==> config.mk <==
export PLATFORM = sky130hd
export DESIGN_NAME = pwm_ramp_sequencer
export DESIGN_NICKNAME = d
export VERILOG_FILES = /design/src/rtl/pwm_pkg.sv /design/src/rtl/pwm_tick_divider.sv /design/src/rtl/pwm_ramp_sequencer.sv
export SDC_FILE = /design/constraint.sdc
export NUM_CORES = 1
export LEC_CHECK = 0
export CAP_MARGIN = 20
export CELL_PAD_IN_SITES_DETAIL_PLACEMENT = 1
export CELL_PAD_IN_SITES_GLOBAL_PLACEMENT = 1
export CORE_MARGIN = 2
export CORE_UTILIZATION = 42
export DETAILED_ROUTE_END_ITERATION = 10
export GPL_TIMING_DRIVEN = 0
export PLACE_DENSITY = 0.86
export SLEW_MARGIN = 0
export SYNTH_ARGS = -nofsm -noshare
export SYNTH_HDL_FRONTEND = slang
export SYNTH_SLANG_ARGS = --single-unit
==> constraint.sdc <==
create_clock -name sys_clk -period 4.1 [get_ports sys_clk]
set_input_delay 0.82 -clock sys_clk [delete_from_list [all_inputs] [get_ports sys_clk]]
set_output_delay 0.82 -clock sys_clk [all_outputs]
set_load 0.05 [all_outputs]
==> src/rtl/pwm_pkg.sv <==
// Shared definitions for the PWM feeder/generator pair: ramp FSM state encoding
// and the default widths both sides must agree on.
package pwm_pkg;

    localparam int PWM_COMPARE_SIZE = 8;
    localparam int PWM_DIV_SIZE     = 8;

    typedef enum logic [1:0] {
        ST_IDLE  = 2'd0,
        ST_WAIT  = 2'd1,
        ST_WRITE = 2'd2,
        ST_GAP   = 2'd3
    } ramp_state_t;

endpackage

==> src/rtl/pwm_tick_divider.sv <==
// Count-enable generator for the PWM generator: one-cycle tick every
// tick_div_in+1 sys_clk cycles while enabled.
module pwm_tick_divider
    import pwm_pkg::*;
#(
    parameter int DIV_SIZE = PWM_DIV_SIZE
) (
    input  logic                sys_clk,
    input  logic                rst_n,
    input  logic                ena,
    input  logic [DIV_SIZE-1:0] tick_div_in,
    output logic                tick_out
);

    logic [DIV_SIZE-1:0] div_cnt;

    // >= rather than == so a divisor lowered below the running count still wraps promptly
    always_ff @(posedge sys_clk or negedge rst_n) begin
        if (!rst_n) begin
            div_cnt  <= '0;
            tick_out <= 1'b0;
        end else if (!ena) begin
            tick_out <= 1'b0;
        end else if (div_cnt >= tick_div_in) begin
            div_cnt  <= '0;
            tick_out <= 1'b1;
        end else begin
            div_cnt  <= div_cnt + 1'b1;
            tick_out <= 1'b0;
        end
    end

endmodule

==> src/rtl/pwm_ramp_sequencer.sv <==
// Feeds pwm_generator: produces its count-enable tick and ramps the compare value
// toward a loaded target, presenting every step with a clean wr pulse.
module pwm_ramp_sequencer
    import pwm_pkg::*;
#(
    parameter int COMPARE_SIZE = PWM_COMPARE_SIZE,
    parameter int DIV_SIZE     = PWM_DIV_SIZE,
    parameter int WR_HOLD      = 2
) (
    input  logic                    sys_clk,
    input  logic                    rst_n,
    input  logic                    ena,
    input  logic [DIV_SIZE-1:0]     tick_div_in,
    input  logic [DIV_SIZE-1:0]     rate_in,
    input  logic [COMPARE_SIZE-1:0] step_in,
    input  logic [COMPARE_SIZE-1:0] target_in,
    input  logic                    target_load,
    output logic                    tick_out,
    output logic [COMPARE_SIZE-1:0] compare_out,
    output logic                    wr_out,
    output logic                    busy,
    output logic                    done
);

    localparam int HOLD_W = (WR_HOLD > 1) ? $clog2(WR_HOLD) : 1;

    ramp_state_t             state;
    logic [COMPARE_SIZE-1:0] target;
    logic [COMPARE_SIZE-1:0] step_eff;
    logic [COMPARE_SIZE-1:0] diff;
    logic [COMPARE_SIZE-1:0] next_val;
    logic [DIV_SIZE-1:0]     step_cnt;
    logic [HOLD_W-1:0]       hold_cnt;
    logic                    tick;
    logic                    load_pending;
    logic                    step_fire;

    assign tick_out = tick;

    pwm_tick_divider #(
        .DIV_SIZE(DIV_SIZE)
    ) u_tick_divider (
        .sys_clk    (sys_clk),
        .rst_n      (rst_n),
        .ena        (ena),
        .tick_div_in(tick_div_in),
        .tick_out   (tick)
    );

    always_ff @(posedge sys_clk or negedge rst_n) begin
        if (!rst_n) begin
            target <= '0;
        end else if (target_load) begin
            target <= target_in;
        end
    end

    // The final step is clamped to the target, so the ramp can neither overshoot nor wrap
    always_comb begin
        step_eff = (step_in == '0) ? COMPARE_SIZE'(1) : step_in;
        diff     = (target >= compare_out) ? (target - compare_out) : (compare_out - target);
        next_val = target;
        if (diff > step_eff) begin
            next_val = (target > compare_out) ? (compare_out + step_eff) : (compare_out - step_eff);
        end
    end

    assign load_pending = target_load && (target_in != compare_out);
    assign step_fire    = (state == ST_WAIT) && tick && (step_cnt == rate_in);

    always_ff @(posedge sys_clk or negedge rst_n) begin
        if (!rst_n) begin
            state       <= ST_IDLE;
            compare_out <= '0;
            wr_out      <= 1'b0;
            busy        <= 1'b0;
            done        <= 1'b0;
            step_cnt    <= '0;
            hold_cnt    <= '0;
        end else begin
            done <= 1'b0;
            case (state)
                ST_IDLE: begin
                    step_cnt <= '0;
                    hold_cnt <= '0;
                    if (target != compare_out) begin
                        state <= ST_WAIT;
                        busy  <= 1'b1;
                    end else begin
                        busy <= load_pending;
                    end
                end
                ST_WAIT: begin
                    if (target == compare_out) begin
                        state    <= ST_IDLE;
                        busy     <= load_pending;
                        step_cnt <= '0;
                    end else if (step_fire) begin
                        compare_out <= next_val;
                        wr_out      <= 1'b1;
                        hold_cnt    <= '0;
                        step_cnt    <= '0;
                        state       <= ST_WRITE;
                    end else if (tick) begin
                        step_cnt <= step_cnt + 1'b1;
                    end
                end
                // WRITE and GAP ignore ena so a wr pulse is never truncated
                ST_WRITE: begin
                    if (hold_cnt == HOLD_W'(WR_HOLD - 1)) begin
                        wr_out <= 1'b0;
                        state  <= ST_GAP;
                    end else begin
                        hold_cnt <= hold_cnt + 1'b1;
                    end
                end
                ST_GAP: begin
                    if (target == compare_out) begin
                        state <= ST_IDLE;
                        done  <= 1'b1;
                        busy  <= load_pending;
                    end else begin
                        state <= ST_WAIT;
                    end
                end
                default: begin
                    state <= ST_IDLE;
                end
            endcase
        end
    end

endmodule
* After elaboration in Yosys (flattened, before gate mapping)
Cells that the tools add are included.
Widths: inputs -> output; s select.
** Operators by class
- $add $sub $neg :: 7
- Magnitude comparators :: 4
- Equality and inequality tests :: 14
- Mux-type cells :: 30
- Bitwise gates (word level) :: 1
- Reductions and logical operators :: 16
** Operators with widths (count)
- $mux 8 :: 8
- $sub 8x8->8 :: 3
- $add 8x1->8 const B :: 2
- $eq 8x8->1 :: 2
- $ge 8x8->1 :: 2
- $gt 8x8->1 :: 2
- $ne 8x8->1 :: 2
- $pmux 8 s2 :: 1
- $mux 1 :: 13
- $reduce_and 3->1 :: 3
- $add 8x8->8 :: 1
- $logic_not 8->1 :: 1
- $mux 2 :: 4
- $ne 2x2->1 const B :: 4
- $pmux 2 s4 :: 1
- $reduce_bool 2->1 :: 3
- $eq 2x2->1 const B :: 2
- $ne 4x2->1 const B :: 1
- $pmux 1 s2 :: 2
- $reduce_and 2->1 :: 2
- $reduce_and 4->1 :: 1
- $logic_and 1x1->1 :: 3
- $ne 3x2->1 const B :: 1
- $pmux 1 s3 :: 1
- other kinds (7) :: 7
** Storage, ports and cells
- Register bits after elaboration :: 39
- Input bits :: 36
- Output and inout port bits :: 12
- Logic and storage cells :: 82

* Depth between registers and ports, before layout
- Depth in word-level cells :: 6
- Depth in mapped cells :: 17
- Gate-level depth less buffers :: 17

* Hierarchy
A second synthesis with hierarchy kept.
** Unflattened totals
- Cells, all modules :: 392
- Area, all modules :: 3538.4 sq um
** By module, submodules not included
- pwm_ramp_sequencer :: times used 1, cells each 321, area each 2916.5 sq um, seq. area each 750.7 sq um
- pwm_tick_divider :: times used 1, cells each 71, area each 621.8 sq um, seq. area each 225.2 sq um

* Worst setup path before layout
Ideal clock, no wire load.
- Kind :: flip-flop to flip-flop
- From :: register compare_out[1]
- To :: register compare_out[0]
- Library setup time :: 0.125 ns
- Data arrival time :: 3.965 ns
- Data required time :: 3.975 ns
- Path slack :: 0.010 ns
- Stages on the path, launching flop included :: 15
- Path buffers :: 0
- Period minus slack after synthesis :: 4.090 ns
- Path through :: dfrtp_1 inv_1 fa_1 nand3_1 a31oi_2 nor2_2 mux2_4 and2_1 a311oi_2 xnor2_1 ha_1 a21o_1 o22ai_2 mux2i_1 mux2_2
** Between the ends
- Cells in the longest elaborated chain, start to end :: 4
- Elaborated cells between the ends (all ways) :: 11
- Classes of those cells :: add/sub (2); order compare (3); eq/ne (1); mux (3); bitwise (1); reduce/logical (1)
** Ends and longest elaborated chain
- start: declaration :: RTL line pwm_ramp_sequencer.sv:19 : output logic [COMPARE_SIZE-1:0] compare_out,
- start signal: assignment :: RTL line pwm_ramp_sequencer.sv:99 : compare_out <= next_val;
- $sub 8x8->8 or $ge 8x8->1 (tied branches) :: RTL line pwm_ramp_sequencer.sv:61 : diff = (target >= compare_out) ? (target - compare_out) : (compare_out - target);
- $mux 8 :: RTL line pwm_ramp_sequencer.sv:61
- $gt 8x8->1 :: RTL line pwm_ramp_sequencer.sv:63 : if (diff > step_eff) begin
- $mux 8 :: RTL line pwm_ramp_sequencer.sv:63
Parallel ways exist; a longest one is shown, timed or not.
A chain may end at the register's enable or synchronous reset.

* Final worst setup path
- From :: input port step_in[2]
- To :: register compare_out[7]
** Between the ends
- Cells in the longest elaborated chain, start to end :: 5
- Elaborated cells between the ends (all ways) :: 7
- Classes of those cells :: add/sub (2); order compare (1); mux (3); reduce/logical (1)
** Ends and longest elaborated chain
- start: declaration :: RTL line pwm_ramp_sequencer.sv:15 : input logic [COMPARE_SIZE-1:0] step_in,
- $logic_not 8->1 :: RTL line pwm_ramp_sequencer.sv:60 : step_eff = (step_in == '0) ? COMPARE_SIZE'(1) : step_in;
- $mux 8 * :: RTL line pwm_ramp_sequencer.sv:60
- $sub 8x8->8 or $add 8x8->8 (tied branches) :: RTL line pwm_ramp_sequencer.sv:64 : next_val = (target > compare_out) ? (compare_out + step_eff) : (compare_out - step_eff);
- $mux 8 :: RTL line pwm_ramp_sequencer.sv:64
- $mux 8 * :: RTL line pwm_ramp_sequencer.sv:63
Every way passes the cells marked *; elsewhere a longest branch is shown, timed or not.

==> run_results.csv <==
group,metric,value,unit
global_routing,grt_usage,0.2202,
yosys,syn-num-nets,453,
routing,wl_per_cell,17.08,um
critical_path,worstPathRequired,4.33,ns
critical_path,cp-end-kind,"flip-flop",
floorplanning,std_cell_rows,32,
floorplanning,top_level_ports,48,
global_routing,antenna_found_initial,0,
finish,mostFrequentLayoutCell,"clkdlybuf4s50_1",
global_routing,grt_pass1_wl,15100,um
clock_network,cts_hold_buf,0,
routing,drt_iter0_drc,63,
sta,min_period,3.981,ns
finish,final_cell_mix,"clkdlybuf4s50_1 (46), inv_1 (42), ha_1 (41)",
clock_network,clk_pin_slew_worst_paths,0.08,ns
routing,drc,0,
floorplanning,fp.dieW,93.27,um
yosys,avgSynthCellArea,8.973,um^2
floorplanning,chipHeight,93.27,um
routing,viasPerCell,5.473,
min_path,worstHoldPathCells,1,
finish,post-route-util,0.5369,
place,dp_hpwl,7123,um
finish,drive_gt1_frac,0.09931,
power_and_ir_drop,cellLeakagePower,1.899,nW
clock_network,clockRootBuffer,"clkbuf_8",
finish,final_nets,513,
critical_path,critical_path_arrival,4.21,ns
clock_network,clock_sinks,39,
sta,maxSlewHeadroom,0.3333,
yosys,synthCells,373,
sta,clock.fmax,251.2,MHz
place,dp_slack,-0.3767,ns
job,cap_violations,0,
min_path,hp-class,"flip-flop to flip-flop",
power_and_ir_drop,vdd.ir_drop.worst,0.3148,mV
sta,setup_viol,0,
clock_network,cts_inserted_buffers,5,
global_routing,grt-ovfl-total,0,
sta,final-hold-violation-count,0,
critical_path,crit_type,"input port to flip-flop",
place,numPlacedInstances,522,
place,portBuffers,47,
yosys,yosysSeqAreaShare,0.2916,
yosys,yosysWarnings,0,
sta,finalClockSkew,0.009581,ns
run_status,status,"finished clean",
sta,fin_crit_sh,0.9710,
yosys,synth_flop_cell,"dfrtp_1",
routing,vias,2928,
sta,setup_slack,0.1188,ns
sta,drv_slew,0,
clock_network,clock_latency,0.29,ns
sta,hold_ws,0.5061,ns
clock_network,htree_levels,2,
yosys,syn_area,3347,um^2
finish,final_cells,535,
sta,tightest_slew,0.9918,ns
yosys,yosysUniqueCellTypes,53,
routing,routed_wl,9140,um
yosys,synth-edff-count,0,
floorplanning,dieArea,8699,um^2
clock_network,cts_tree,"built",
finish,diodes,0,
global_routing,grt_pass1_vias,3201,
critical_path,cp-start-kind,"input port",
clock_network,clockBufferDepth,2,
finish,filler_cell_count,917,
routing,antenna_left,0,
floorplanning,core,7727,um^2
power_and_ir_drop,power.density,379.7,nW/um^2
power_and_ir_drop,power,1.575,mW
finish,area_growth,23.96,%
global_routing,grt_max_degree,40,
critical_path,critPathMaxFanout,4,
yosys,ys_seq_elements,39,
place,gp_congestion,0.7975,
floorplanning,start_util,0.4331,
yosys,async_reset_ff_frac,1.000,
critical_path,r2r_cells,16,
routing,drt_first_pass_iters,4,
==> critical path, stage by stage <==
cell and delay, ns:
clkdlybuf4s50_1 0.45, or3_1 0.48, nor2_2 0.14, a41oi_2 0.17, ha_1 0.36, mux2i_4 0.23, ha_1 0.27, nor2b_1 0.13
o21ai_1 0.17, a21oi_1 0.16, o31a_1 0.34, nand3_1 0.08, nor3b_2 0.22, a2bb2oi_1 0.18
==> synthesized netlist by cell type (2+ instances only) <==
master,n,area [um^2]
a211oi_1,2,15.01
a21o_1,9,67.56
a21oi_1,22,110.1
a31oi_1,3,18.77
and2_1,4,25.02
and3_1,6,37.54
and4_1,2,17.52
clkbuf_1,2,7.510
dfrtp_1,39,975.9
fa_1,3,60.06
ha_1,41,513.0
inv_1,42,157.7
mux2_2,3,33.78
mux2i_1,12,120.1
nand2_1,22,82.58
nand2b_1,8,50.05
nand3_1,13,65.06
nand4_1,6,37.54
nor2_1,23,86.33
nor2b_1,3,18.77
nor3_1,5,25.02
o21ai_0,20,100.1
o21ai_1,8,40.04
o21ai_2,2,17.52
o21bai_1,3,22.52
o22ai_1,2,12.51
o2bb2ai_1,3,26.28
or3_1,2,12.51
xnor2_1,30,262.8
xor2_1,10,87.58
==> flip-flops by register name, summed over array words and instances (netlist names), named ones only <==
register                 cells
compare_out                  8
step_cnt                     8
done                         1
u_tick_divider.tick_out      1
target                       8
wr_out                       1
busy                         1
hold_cnt                     1
u_tick_divider.div_cnt       8
state                        1
==> per-layer routing <==
| metal | track usage | up-vias | wire length, um |
|---|---|---|---|
| met4 | 0.07966 | 0 | 286 |
| li1 | - | 1416 | - |
| met5 | 0 | - | 0 |
| met3 | 0.02015 | 21 | 256 |
| met2 | 0.4209 | 63 | 4867 |
| met1 | 0.2519 | 1428 | 3730 |
==> report_power, final <==
| part | internal [mW] | leakage [nW] | switching, mW |
|---|---|---|---|
| logic | 0.341 | 1.36 | 0.396 |
| clock network | 0.132 | 0.0470 | 0.135 |
| registers | 0.468 | 0.492 | 0.102 |
==> cell type report <==
type | count | area, um^2 | share of cell area
Timing Repair Buffer | 52 | 503.0 | 0.1212
Tap cell | 102 | 127.6 | 0.03076
Clock buffer | 6 | 82.58 | 0.01990
Clock inverter | 1 | 5.005 | 0.001206
Multi-Input combinational cell | 289 | 2275 | 0.5483
Sequential cell | 39 | 978.4 | 0.2358
Inverter | 42 | 157.7 | 0.03800
Buffer | 4 | 20.02 | 0.004825
==> through the flow <==
| step | setup TNS (ns) | area, um^2 |
|---|---|---|
| floorplan | 0 | 3347 |
| global placement | -0.7471 | 3945 |
| detailed placement | -2.260 | 3940 |
| CTS | 0 | 4069 |
| global route | -0.03257 | 4149 |
| finish | 0 | 4149 |
==> cells by family (layout without fill, tap and decap cells) <==
logic type               count (synthesis)  in the layout  synth area share
AND/OR/NAND/NOR                        102            102            0.1574
AO/OA/AOI/OAI                           85             86            0.1682
buffers and inverters                   46            105           0.05308
adder cells (fa/ha/maj)                 44             44            0.1712
XOR/XNOR                                40             40            0.1047
flip-flops                              39             39            0.2916
multiplexers                            17             17           0.05383
==> timing repair <==
action | 4_1_cts | 5_1_grt
resized for setup | 7 | 8
setup buffers | 0 | 5
gates cloned | 1 | 0
endpoints found under the setup margin | 8 | 8
pin swaps | 1 | 4
endpoints found under the hold margin | 0 | 0
==> final timing paths <==
path	from	endpoint	slack, ns
min	hold_cnt	wr_out	0.51
max	step_in[2]	compare_out[7]	0.12
min in group asynchronous	rst_n	step_cnt[4]	0.64
min reg2reg	hold_cnt	wr_out	0.51
max reg2reg	compare_out[2]	compare_out[0]	0.16
max in group asynchronous	rst_n	compare_out[3]	2.82
(Power assumes the default switching activity.)
==> variant 1, RTL diff (same flow settings) <==
`WR_HOLD`: 2 -> 8.
--- a/src/rtl/pwm_ramp_sequencer.sv
+++ b/src/rtl/pwm_ramp_sequencer.sv
@@ -5,7 +5,7 @@
 #(
     parameter int COMPARE_SIZE = PWM_COMPARE_SIZE,
     parameter int DIV_SIZE     = PWM_DIV_SIZE,
-    parameter int WR_HOLD      = 2
+    parameter int WR_HOLD      = 8
 ) (
     input  logic                    sys_clk,
     input  logic                    rst_n,
Check against the original RTL: not equivalent (a bounded check fails within 10 cycles, from zero or initial values and one cycle with rst_n low).
==> variant 1 against the original RTL <==
  * Area after synthesis increased by 4.2%
  * Worst setup slack improved by 110 ps
  * First-iteration DRC count increased by 37%
  * Design area increased by 2.2%
  * Largest power group unchanged
  * Non-clock buffer count increased by 1
  * Total power increased by 8.5%
  * Sequential cell count increased by 2
  * Largest cell class unchanged
  * Wire length increased by 0.90%
==> variant 1: results (changes against the original RTL) <==
Status
  • Status: finished, final reports clean

Route
  • Iter 0 DRT Violations: 86 (+37%)
  • Routed wl met3: 284 um (+11%)
  • Routed length on met1: 4.089 mm (+9.6%)
  • Vias: 3013 (+2.9%)

Logic synthesis
  • Post-synthesis mux area share: 0.05918 (+0.005350)
  • Synth Area in XOR/XNOR: 0.09792 (-0.006753)
  • Synth Area in Compound Gates: 0.1646 (-0.003590)
  • Post-synth top cells: inv_1, ha_1, dfrtp_1, nand2_1, o21ai_0
  • Seq/Total Area, Yosys: 0.2941 (+0.002529)

Finish
  • Share of layout cells above drive strength 1: 0.07333 (-0.02597)
  • Cell Count, Final, Fillers Out: 555 (+3.7%)

Power
  • Static leakage: 2.009 nW (+5.8%)

Critical path
  • Reg-to-reg critical path startpoint: target[0]$_DFFE_PN0P_
  • R2R setup slack: 280 ps (+120 ps)
  • Critical path's slowest cell: clkdlybuf4s50_1
  • Worst Path Max Fanout: 3 (-1)

Timing
  • F_max: 258.1 MHz (+2.8%)
  • Hold WS: 305.2 ps (-200.9 ps)
  • Worst Clk Skew: 15.98 ps (+6.402 ps)

GRT
  • Total global routing track utilization: 0.2109 (-0.009246)
  • GR Util met3: 0.03241 (+0.01227)
  • Met1 Use GR: 0.2582 (+0.006284)
  • First-pass GRT wire length: 14.74 mm (-2.4%)
  • Met2 global-route usage: 0.3791 (-0.04176)
  • Vias in the first global route: 3165 (-1.1%)

Placement
  • Inst Count DP: 547 (+4.8%)
  • Gpl congestion: 0.8614 (+8.0%)

CTS
  • Resized cells post-CTS: 1 (-6)
  • Insertion delay to the later sink of the worst-skew pair: 310 ps (+20 ps)
## variant 1: cell types whose count changed after synthesis, moves of 3 or more
| cell | unedited run | this run |
|---|---|---|
| clkbuf_1 | 2 | 5 |
| inv_1 | 42 | 47 |
| mux2i_1 | 12 | 15 |
| nand2_1 | 22 | 31 |
| nand2b_1 | 8 | 5 |
| nand3_1 | 13 | 16 |
| o21ai_0 | 20 | 25 |
| o21ai_1 | 8 | 2 |
| xnor2_1 | 30 | 22 |
| xor2_1 | 10 | 17 |
## variant 1: area by class of cell
cell class	count	area, um^2
Timing Repair Buffer	48	485.5
Multi-Input combinational cell	297	2276
Inverter	47	176.4
Tap cell	105	131.4
Clock buffer	6	82.58
Fill cell	968	3892
Clock inverter	2	13.76
Buffer	9	47.55
Sequential cell	41	1028
## variant 1: power by group
part,internal [mW],switching (mW)
Combinational,0.391,0.461
Sequential,0.484,0.0888
Clock,0.137,0.148
Total,1.01,0.697
## variant 1: worst min-delay path by stage
stage,to,depth (start not counted),start
floorplan,hold_cnt[1]$_DFFE_PN0P_,1,hold_cnt[1]$_DFFE_PN0P_
global placement,hold_cnt[2]$_DFFE_PN0P_,1,hold_cnt[2]$_DFFE_PN0P_
detailed placement,hold_cnt[2]$_DFFE_PN0P_,1,hold_cnt[2]$_DFFE_PN0P_
CTS,step_cnt[7]$_DFFE_PN0P_,1,rst_n
global route,step_cnt[7]$_DFFE_PN0P_,1,rst_n
finish,step_cnt[7]$_DFFE_PN0P_,1,rst_n
## variant 1: kinds of logic after synthesis
kind of cell / Yosys count
AO/OA/AOI/OAI: 87
XOR/XNOR: 39
adder cells (fa/ha/maj): 46
buffers and inverters: 56
flip-flops: 41
multiplexers: 20
AND/OR/NAND/NOR: 105
==> variant 2, RTL diff (same flow settings) <==
Made on the original files. Reset style: synchronous (`rst_n`), changed in 3 clocked blocks.
--- a/src/rtl/pwm_tick_divider.sv
+++ b/src/rtl/pwm_tick_divider.sv
@@ -15,7 +15,7 @@
     logic [DIV_SIZE-1:0] div_cnt;
 
     // >= rather than == so a divisor lowered below the running count still wraps promptly
-    always_ff @(posedge sys_clk or negedge rst_n) begin
+    always_ff @(posedge sys_clk) begin
         if (!rst_n) begin
             div_cnt  <= '0;
             tick_out <= 1'b0;
--- a/src/rtl/pwm_ramp_sequencer.sv
+++ b/src/rtl/pwm_ramp_sequencer.sv
@@ -47,7 +47,7 @@
         .tick_out   (tick)
     );
 
-    always_ff @(posedge sys_clk or negedge rst_n) begin
+    always_ff @(posedge sys_clk) begin
         if (!rst_n) begin
             target <= '0;
         end else if (target_load) begin
@@ -68,7 +68,7 @@
     assign load_pending = target_load && (target_in != compare_out);
     assign step_fire    = (state == ST_WAIT) && tick && (step_cnt == rate_in);
 
-    always_ff @(posedge sys_clk or negedge rst_n) begin
+    always_ff @(posedge sys_clk) begin
         if (!rst_n) begin
             state       <= ST_IDLE;
             compare_out <= '0;
Function: differs if rst_n is asserted again (counterexample within 4 cycles, from zero or initial values and one cycle with rst_n low); with rst_n held inactive, the same outputs for 4 cycles.
==> variant 2 against the original RTL <==
  * Synthesized cell count up 12%
  * First-iteration DRC count up 71%
  * Area after synthesis up 3.3%
  * Largest power group unchanged
  * Critical path type is now register to register
  * Total power down 27%
  * Via count up 13%
  * Clock skew down 6.8 ps
  * Non-clock buffer count up 7
  * Wire length up 13%
  * Design area up 3.2%
  * Utilization down 0.80 points
  * Critical path depth up 1
  * Sequential cell count unchanged
  * Worst setup slack better by 93 ps
==> variant 2: results (changes against the original RTL) <==
Logic synthesis
  • Synth Area in Compound Gates: 0.2121 (+0.04386)
  • Post-Synth Adder-Cell Area: 0.1658 (-0.005453)
  • Cell variety after synth: 66 (+25%)
  • Syn Area/Cell: 8.290 um^2 (-7.6%)
  • Seq/Total Area, Yosys: 0.2258 (-0.06575)
  • Syn nets: 497 (+9.7%)
  • Synth Area in XOR/XNOR: 0.1013 (-0.003334)
  • Synth top area cells: dfxtp_1, ha_1, xnor2_1, inv_1, nor2_1
  • Synthesized area: 3457 um^2 (+3.3%)
  • FFs w/ async S/R, synth: 0 (-1.000)

Finish
  • Multi-input gate share of total cell area: 0.5884 (+0.04017)
  • Fillers: 992 (+8.2%)
  • Multi-input comb cells: 324 (+12%)
  • Final nets: 556 (+8.4%)
  • Cell Count, Final, Fillers Out: 582 (+8.8%)
  • Clock network area share: 0.02338 (+0.002275)
  • Data buffer area share: 0.1330 (+0.006946)

Timing
  • Worst Clk Skew: 2.750 ps (-6.831 ps)
  • Hold WS: 492.8 ps (-13.29 ps)
  • Headroom to the max-slew limit: 0.5616 (+0.2282)

Placement
  • Setup WS pre-CTS: -483.0 ps (-106.3 ps)
  • Gpl congestion: 0.8260 (+3.6%)

Route
  • Met2 WL: 5.320 mm (+9.3%)
  • Routed wl met3: 296 um (+16%)
  • Iter 0 DRT Violations: 108 (+71%)

Power
  • Sw Pwr: 408.5 uW (-36%)
  • Gate power share: 0.402 (-0.066)
  • Power Clock: 293 uW (+9.7%)
  • Static leakage: 1.759 nW (-7.4%)

Hold path
  • Hold Path Sink: wr_out$_SDFFE_PN0P_

Critical path
  • Worst setup path endpoint: compare_out[7]$_SDFFE_PN0P_
  • CP Launch Point: compare_out[5]$_SDFFE_PN0P_
  • Worst Path Max Fanout: 6 (+2)

GRT
  • Vias in the first global route: 3423 (+6.9%)
  • First-pass GRT wire length: 16.75 mm (+11%)
  • GR Util met3: 0.03432 (+0.01417)

Status
  • Status: finished, final reports clean
[variant 2: cell types whose count changed in the layout (fill, tap and decap cells not counted), moves of 5 or more]
cell / before / now
nand4_1: 6 / 12
o21ai_1: 8 / 2
nand3_1: 11 / 5
dfrtp_1: 37 / 0
dfxtp_1: 0 / 30
a21oi_1: 21 / 26
a211oi_1: 2 / 9
o21ai_0: 20 / 7
nor2_1: 21 / 39
dfxtp_2: 0 / 6
[variant 2: worst max-delay path, stage by stage (launching register included)]
cell,delay (ps)
dfxtp_2,440
inv_1,70
ha_2,410
a21oi_1,130
o21a_2,280
o21a_1,180
a311o_1,340
a32oi_1,250
a221oi_2,90
ha_1,300
nand2_1,120
o21ai_2,210
a21o_1,190
nand2_2,120
or4_1,520
o221ai_1,160
[variant 2: what timing repair did]
action / in CTS / in global routing
pin swaps: 0 / 5
setup buffers: 1 / 5
cloned: 0 / 0
gates resized for setup: 19 / 14
endpoints found under the setup margin: 4 / 7
